===== src/rtl/vga_pattern_scheduler.sv =====
// rtl/vga_pattern_scheduler.sv - frame-synchronous test pattern selector for 640x480 VGA
//
// Chooses which test pattern feeds the VGA output. A "next" button or an auto-cycle
// timer advances the selection. The selection only changes at a frame boundary. An
// optional window of forced-black frames follows each switch.
//
// Ports:
//   clk         25 MHz pixel clock, shared with the timing generator
//   clr         asynchronous active-low reset
//   hc, vc      horizontal / vertical counters from the timing generator
//   vidon       active-video flag from the timing generator
//   btn_next    raw button, requests the next pattern
//   btn_mode    raw button, toggles auto / manual mode
//   pattern_sel current pattern index (registered)
//   pixel_en    vidon & ~blank, gates RGB in the top level
//   blank       forced-black window active (registered)
//   auto_mode   1 = auto-cycle mode (registered)
//   frame_tick  one-cycle pulse at frame start (registered)
//   sel_changed one-cycle pulse in the cycle pattern_sel updates
//   frame_cnt   free-running frame counter, wraps 65535 -> 0
module vga_pattern_scheduler #(
  parameter int NUM_PATTERNS = 4,
  parameter int SEL_W        = 2,
  parameter int AUTO_FRAMES  = 60,
  parameter int BLANK_FRAMES = 1,
  parameter int DEB_CYCLES   = 250000
) (
  input  logic             clk,
  input  logic             clr,
  input  logic [9:0]       hc,
  input  logic [9:0]       vc,
  input  logic             vidon,
  input  logic             btn_next,
  input  logic             btn_mode,
  output logic [SEL_W-1:0] pattern_sel,
  output logic             pixel_en,
  output logic             blank,
  output logic             auto_mode,
  output logic             frame_tick,
  output logic             sel_changed,
  output logic [15:0]      frame_cnt
);

  localparam int DW = $clog2(DEB_CYCLES + 1);
  localparam int AW = (AUTO_FRAMES > 1) ? $clog2(AUTO_FRAMES) : 1;
  localparam int BW = (BLANK_FRAMES > 1) ? $clog2(BLANK_FRAMES) : 1;

  typedef enum logic {
    S_RUN   = 1'b0,
    S_BLANK = 1'b1
  } state_t;

  // Button path. Bit 0 is next and bit 1 is mode.
  logic [1:0]    r_sync1;
  logic [1:0]    r_sync2;
  logic [1:0]    r_lvl;
  logic [1:0]    r_lvl_d;
  logic [DW-1:0] r_deb_cnt [2];
  logic [1:0]    w_press;

  always_ff @(posedge clk or negedge clr) begin
    if (!clr) begin
      r_sync1 <= '0;
      r_sync2 <= '0;
      r_lvl   <= '0;
      r_lvl_d <= '0;
      for (int i = 0; i < 2; i++) r_deb_cnt[i] <= '0;
    end else begin
      r_sync1 <= {btn_mode, btn_next};
      r_sync2 <= r_sync1;
      r_lvl_d <= r_lvl;
      for (int i = 0; i < 2; i++) begin
        // Any sample that agrees with the current level restarts the count.
        if (r_sync2[i] == r_lvl[i]) begin
          r_deb_cnt[i] <= '0;
        end else if (r_deb_cnt[i] == DW'(DEB_CYCLES - 1)) begin
          r_lvl[i]     <= r_sync2[i];
          r_deb_cnt[i] <= '0;
        end else begin
          r_deb_cnt[i] <= r_deb_cnt[i] + 1'b1;
        end
      end
    end
  end

  assign w_press = r_lvl & ~r_lvl_d;

  // Frame start detection.
  logic        w_at_origin;
  logic        w_frame_start;
  logic        r_prev_origin;
  logic        r_frame_tick;
  logic [15:0] r_frame_cnt;

  assign w_at_origin   = (hc == 10'd0) && (vc == 10'd0);
  assign w_frame_start = w_at_origin && !r_prev_origin;

  always_ff @(posedge clk or negedge clr) begin
    if (!clr) begin
      // r_prev_origin resets to 1. A reset released while the counters sit at the
      // origin then waits for the next real frame start.
      r_prev_origin <= 1'b1;
      r_frame_tick  <= 1'b0;
      r_frame_cnt   <= '0;
    end else begin
      r_prev_origin <= w_at_origin;
      r_frame_tick  <= w_frame_start;
      if (w_frame_start) r_frame_cnt <= r_frame_cnt + 16'd1;
    end
  end

  // Selection state machine. It acts on the registered frame tick.
  state_t           r_state;
  logic [SEL_W-1:0] r_pattern_sel;
  logic             r_pending;
  logic             r_auto_mode;
  logic             r_blank;
  logic             r_sel_changed;
  logic [AW-1:0]    r_auto_cnt;
  logic [BW-1:0]    r_blank_cnt;
  logic             w_switch;

  assign w_switch = r_pending || (r_auto_mode && (r_auto_cnt == AW'(AUTO_FRAMES - 1)));

  always_ff @(posedge clk or negedge clr) begin
    if (!clr) begin
      r_state       <= S_RUN;
      r_pattern_sel <= '0;
      r_pending     <= 1'b0;
      r_auto_mode   <= 1'b0;
      r_blank       <= 1'b0;
      r_sel_changed <= 1'b0;
      r_auto_cnt    <= '0;
      r_blank_cnt   <= '0;
    end else begin
      r_sel_changed <= 1'b0;
      if (r_frame_tick) begin
        case (r_state)
          S_RUN: begin
            if (w_switch) begin
              r_pattern_sel <= (r_pattern_sel == SEL_W'(NUM_PATTERNS - 1)) ? '0 : r_pattern_sel + 1'b1;
              r_pending     <= 1'b0;
              r_auto_cnt    <= '0;
              r_sel_changed <= 1'b1;
              if (BLANK_FRAMES > 0) begin
                r_blank     <= 1'b1;
                r_blank_cnt <= '0;
                r_state     <= S_BLANK;
              end
            end else if (r_auto_mode) begin
              r_auto_cnt <= r_auto_cnt + 1'b1;
            end
          end
          S_BLANK: begin
            if (r_blank_cnt == BW'(BLANK_FRAMES - 1)) begin
              r_blank <= 1'b0;
              r_state <= S_RUN;
            end else begin
              r_blank_cnt <= r_blank_cnt + 1'b1;
            end
          end
          default: r_state <= S_RUN;
        endcase
      end
      // These come after the frame-tick update so they win in a shared cycle. A next
      // press in a tick cycle is kept for the following frame. A mode press always
      // restarts the auto timer.
      if (w_press[0]) r_pending <= 1'b1;
      if (w_press[1]) begin
        r_auto_mode <= ~r_auto_mode;
        r_auto_cnt  <= '0;
      end
    end
  end

  assign pattern_sel = r_pattern_sel;
  assign blank       = r_blank;
  assign auto_mode   = r_auto_mode;
  assign frame_tick  = r_frame_tick;
  assign sel_changed = r_sel_changed;
  assign frame_cnt   = r_frame_cnt;
  assign pixel_en    = vidon & ~r_blank;

endmodule


===== config.mk =====
export PLATFORM = sky130hd
export DESIGN_NAME = vga_pattern_scheduler
export DESIGN_NICKNAME = d
export VERILOG_FILES = /design/src/rtl/vga_pattern_scheduler.sv
export SDC_FILE = /design/constraint.sdc
export NUM_CORES = 1
export LEC_CHECK = 0
export BUFFER_PORTS_ARGS = -buffer_cell sky130_fd_sc_hd__buf_2
export CAP_MARGIN = 40
export CORE_ASPECT_RATIO = 2
export CORE_MARGIN = 8
export CORE_UTILIZATION = 40
export DETAILED_ROUTE_END_ITERATION = 16
export GPL_ROUTABILITY_DRIVEN = 0
export SLEW_MARGIN = 25
export SYNTH_ARGS = -nofsm -noshare
export SYNTH_HDL_FRONTEND = slang
export SYNTH_SLANG_ARGS = --single-unit

===== constraint.sdc =====
create_clock -name clk -period 3.3 [get_ports clk]
set_input_delay 0.495 -clock clk [delete_from_list [all_inputs] [get_ports clk]]
set_output_delay 0.495 -clock clk [all_outputs]
set_load 0.005 [all_outputs]

==> run summary <==
Initial Util: 40.95%
P_leak: 0.001962 uW
Synthesized Nets: 365
gr ovfl total: 0
Final HPWL DP: 5391 um
total power: 1968 uW
Worst Max-Slew Pin Slew: 723.1 ps
reg2reg start: r_deb_cnt[31]
Synth area leaders: dfrtp_1 (53%), xor2_1 (6.5%), xnor2_1 (4.7%)
number of synthesized register bits: 75
# resized after CTS: 0
Area Overhead vs Synth: 18.96%
EDFF count, synth: 0
Clock Latency Late Sink: 330 ps
placeable core area: 0.008588 mm2
Synth top area share: 52.65%
Initial DRT Pass Iterations: 4
vias in the first global route: 2,668
most frequent cells in the layout: dfrtp_1 (74), buf_2 (46), nor2_1 (44)
Hold Path Class: in -> async
Final Cell Area: 0.004184 mm2
number of distinct library cells after synthesis: 43
VDD IR max: 313.1 uV
Mean Syn Cell Area: 10.50 um2
Pwr Density: 470.5 mW/mm2
register area: 0.001878 mm2
RSZ-0062 raised after global routing: false
Port Buf Inserts: 47
Slew Limit Fails: 0
Avg WL per Cell: 14.81 um
row cnt: 48
CTS clk-pin slew, worst paths: 60 ps
critical path class: reg -> reg
Detail Route Antenna Nets: 0
synth warn: 0
Clock Skews: 6.942 ps
status: finished clean
area of the multi-input gates: 0.001558 mm2
drt drc: 0
ant diodes: 0
largest net degree at the start of global routing: 42
total number of vias: 2,652
CTS Root Cell: clkbuf_16
CP arrival: 2570 ps
max-cap violation count: 0
Mapped Cells: 335
H-tree levels: 3
CTS Buffer Depth: 2
clock buffer count from CTS: 9
Fmax: 0.4187 GHz
layout cells sized above 1: 19.54%
Critical R2R Capture: r_deb_cnt[22]
clock period minus worst slack: 2388 ps
CP max FO: 18
Place WS: 833.0 ps
# IOs: 48
Fin Setup TNS: 0 ps
Slew headroom: 51.79%
Die H: 148.6 um
Tcrit/Tclk final: 72.37%
Post-Route WL: 7318 um
Syn Std Cell Area: 0.003517 mm2
cts hold-fix bufs: 0
CP Capture Type: flop
cell accounting for the most synthesized area: dfrtp_1
commonest non-fill, non-tap cell in the layout: dfrtp_1
Tot GR Track Use: 13.21%
initial antenna violation count: 0
ys async rst share: 100.0%
postcts setup bufs: 0
routed vias/inst: 5.368
final setup fails: 0
nature of the critical path startpoint: flop
sequential-to-total area share from yosys stat: 53.40%
die area: 0.01223 mm2
Final WS setup: 911.9 ps
Iteration-0 DRC Markers: 108
Filler Cells Inserted: 818
wire length of the first global-routing pass: 12,630 um
clock tree from TritonCTS: yes
# nets final: 419
WP data required: 3480 ps
Worst Setup SP: r_deb_cnt[31]
final hold violations: 0
Die Width: 82.31 um
CTS sink cnt: 75
top_reg_cell synth: dfrtp_1
Worst R2R Path Depth: 4
Placement Cell Area: 0.003882 mm2
flop-to-flop setup slack: 910 ps
## where the power goes
part / internal [uW] / switching, uW
registers: 928 / 7.48
clock network: 590 / 386
logic: 21.6 / 34.8
total: 1540 / 429
## layer usage
| metal | up-vias | track usage (%) | share of wire, % |
|---|---|---|---|
| met4 | 0 | 6.637 | 2.3 |
| met1 | 1297 | 14.29 | 39 |
| met2 | 35 | 22.82 | 56 |
| met3 | 15 | 2.902 | 3.1 |
| li1 | 1305 | - | - |
| met5 | - | 0 | 0 |
## through the flow
stage / utilization (%) / hold WS (ps) / cells
after CTS: 48.72 / 151.4 / 494
after global routing: 48.72 / 176.2 / 494
after floorplan: - / 199.4 / 335
final: 48.72 / 135.0 / 494
after detailed placement: 45.21 / 334.7 / 478
after global placement: 44.97 / 342.9 / 477
## layout make-up
cell class                 instances  share of cell area [%]
sequential                        75                   44.89
multi-input combinational        241                   37.23
inverter                          11                  0.9868
timing repair buffer              51                   6.699
clock inverter                     7                   1.824
clock buffer                       9                   5.383
tap                              100                   2.990
## logic make-up after synthesis
logic type      Yosys count  synth area share (%)
simple gates            155                 24.48
flops                    75                 53.40
xor+xnor                 45                 11.21
compound gates           31                 5.230
buf+inv                  19                 2.312
mux                       5                 1.601
fa+ha+maj                 5                 1.779
## sequential cells by signal (all words and copies together), names as in the netlist, 2 cells and up
signal and flops:
r_sync2 2, r_deb_cnt 36, pattern_sel 2, r_auto_cnt 6, r_sync1 2, r_lvl_d 2
r_lvl 2, frame_cnt 16
## worst max path at each step
| stage | endpoint | slack, ps |
|---|---|---|
| final | r_deb_cnt[22] | 910 |
| after global routing | r_deb_cnt[28] | 810 |
| after CTS | r_deb_cnt[22] | 890 |
| after detailed placement | frame_cnt[15] | 830 |
| after global placement | frame_cnt[1] | 880 |
| after floorplan | frame_cnt[13] | 1010 |
## Yosys cell counts, types with 4 or more instances
library cell,number
nor2_1,44
nor4_1,15
ha_1,5
inv_1,11
xor2_1,26
clkbuf_1,5
nand4_1,17
a21oi_1,8
nand2_1,22
nand3_1,14
or4_1,7
o21ai_1,7
xnor2_1,19
dfrtp_1,74
and4_1,4
o21ai_0,5
nor3_1,8
and3_1,4
## critical path, cell delays in order (launching register included)
cell and delay [ps]:
dfrtp_1 400, or4b_1 530, or4_1 570, o21ai_2 600, nor2_1 130
Power figures use the tool's default switching activity.
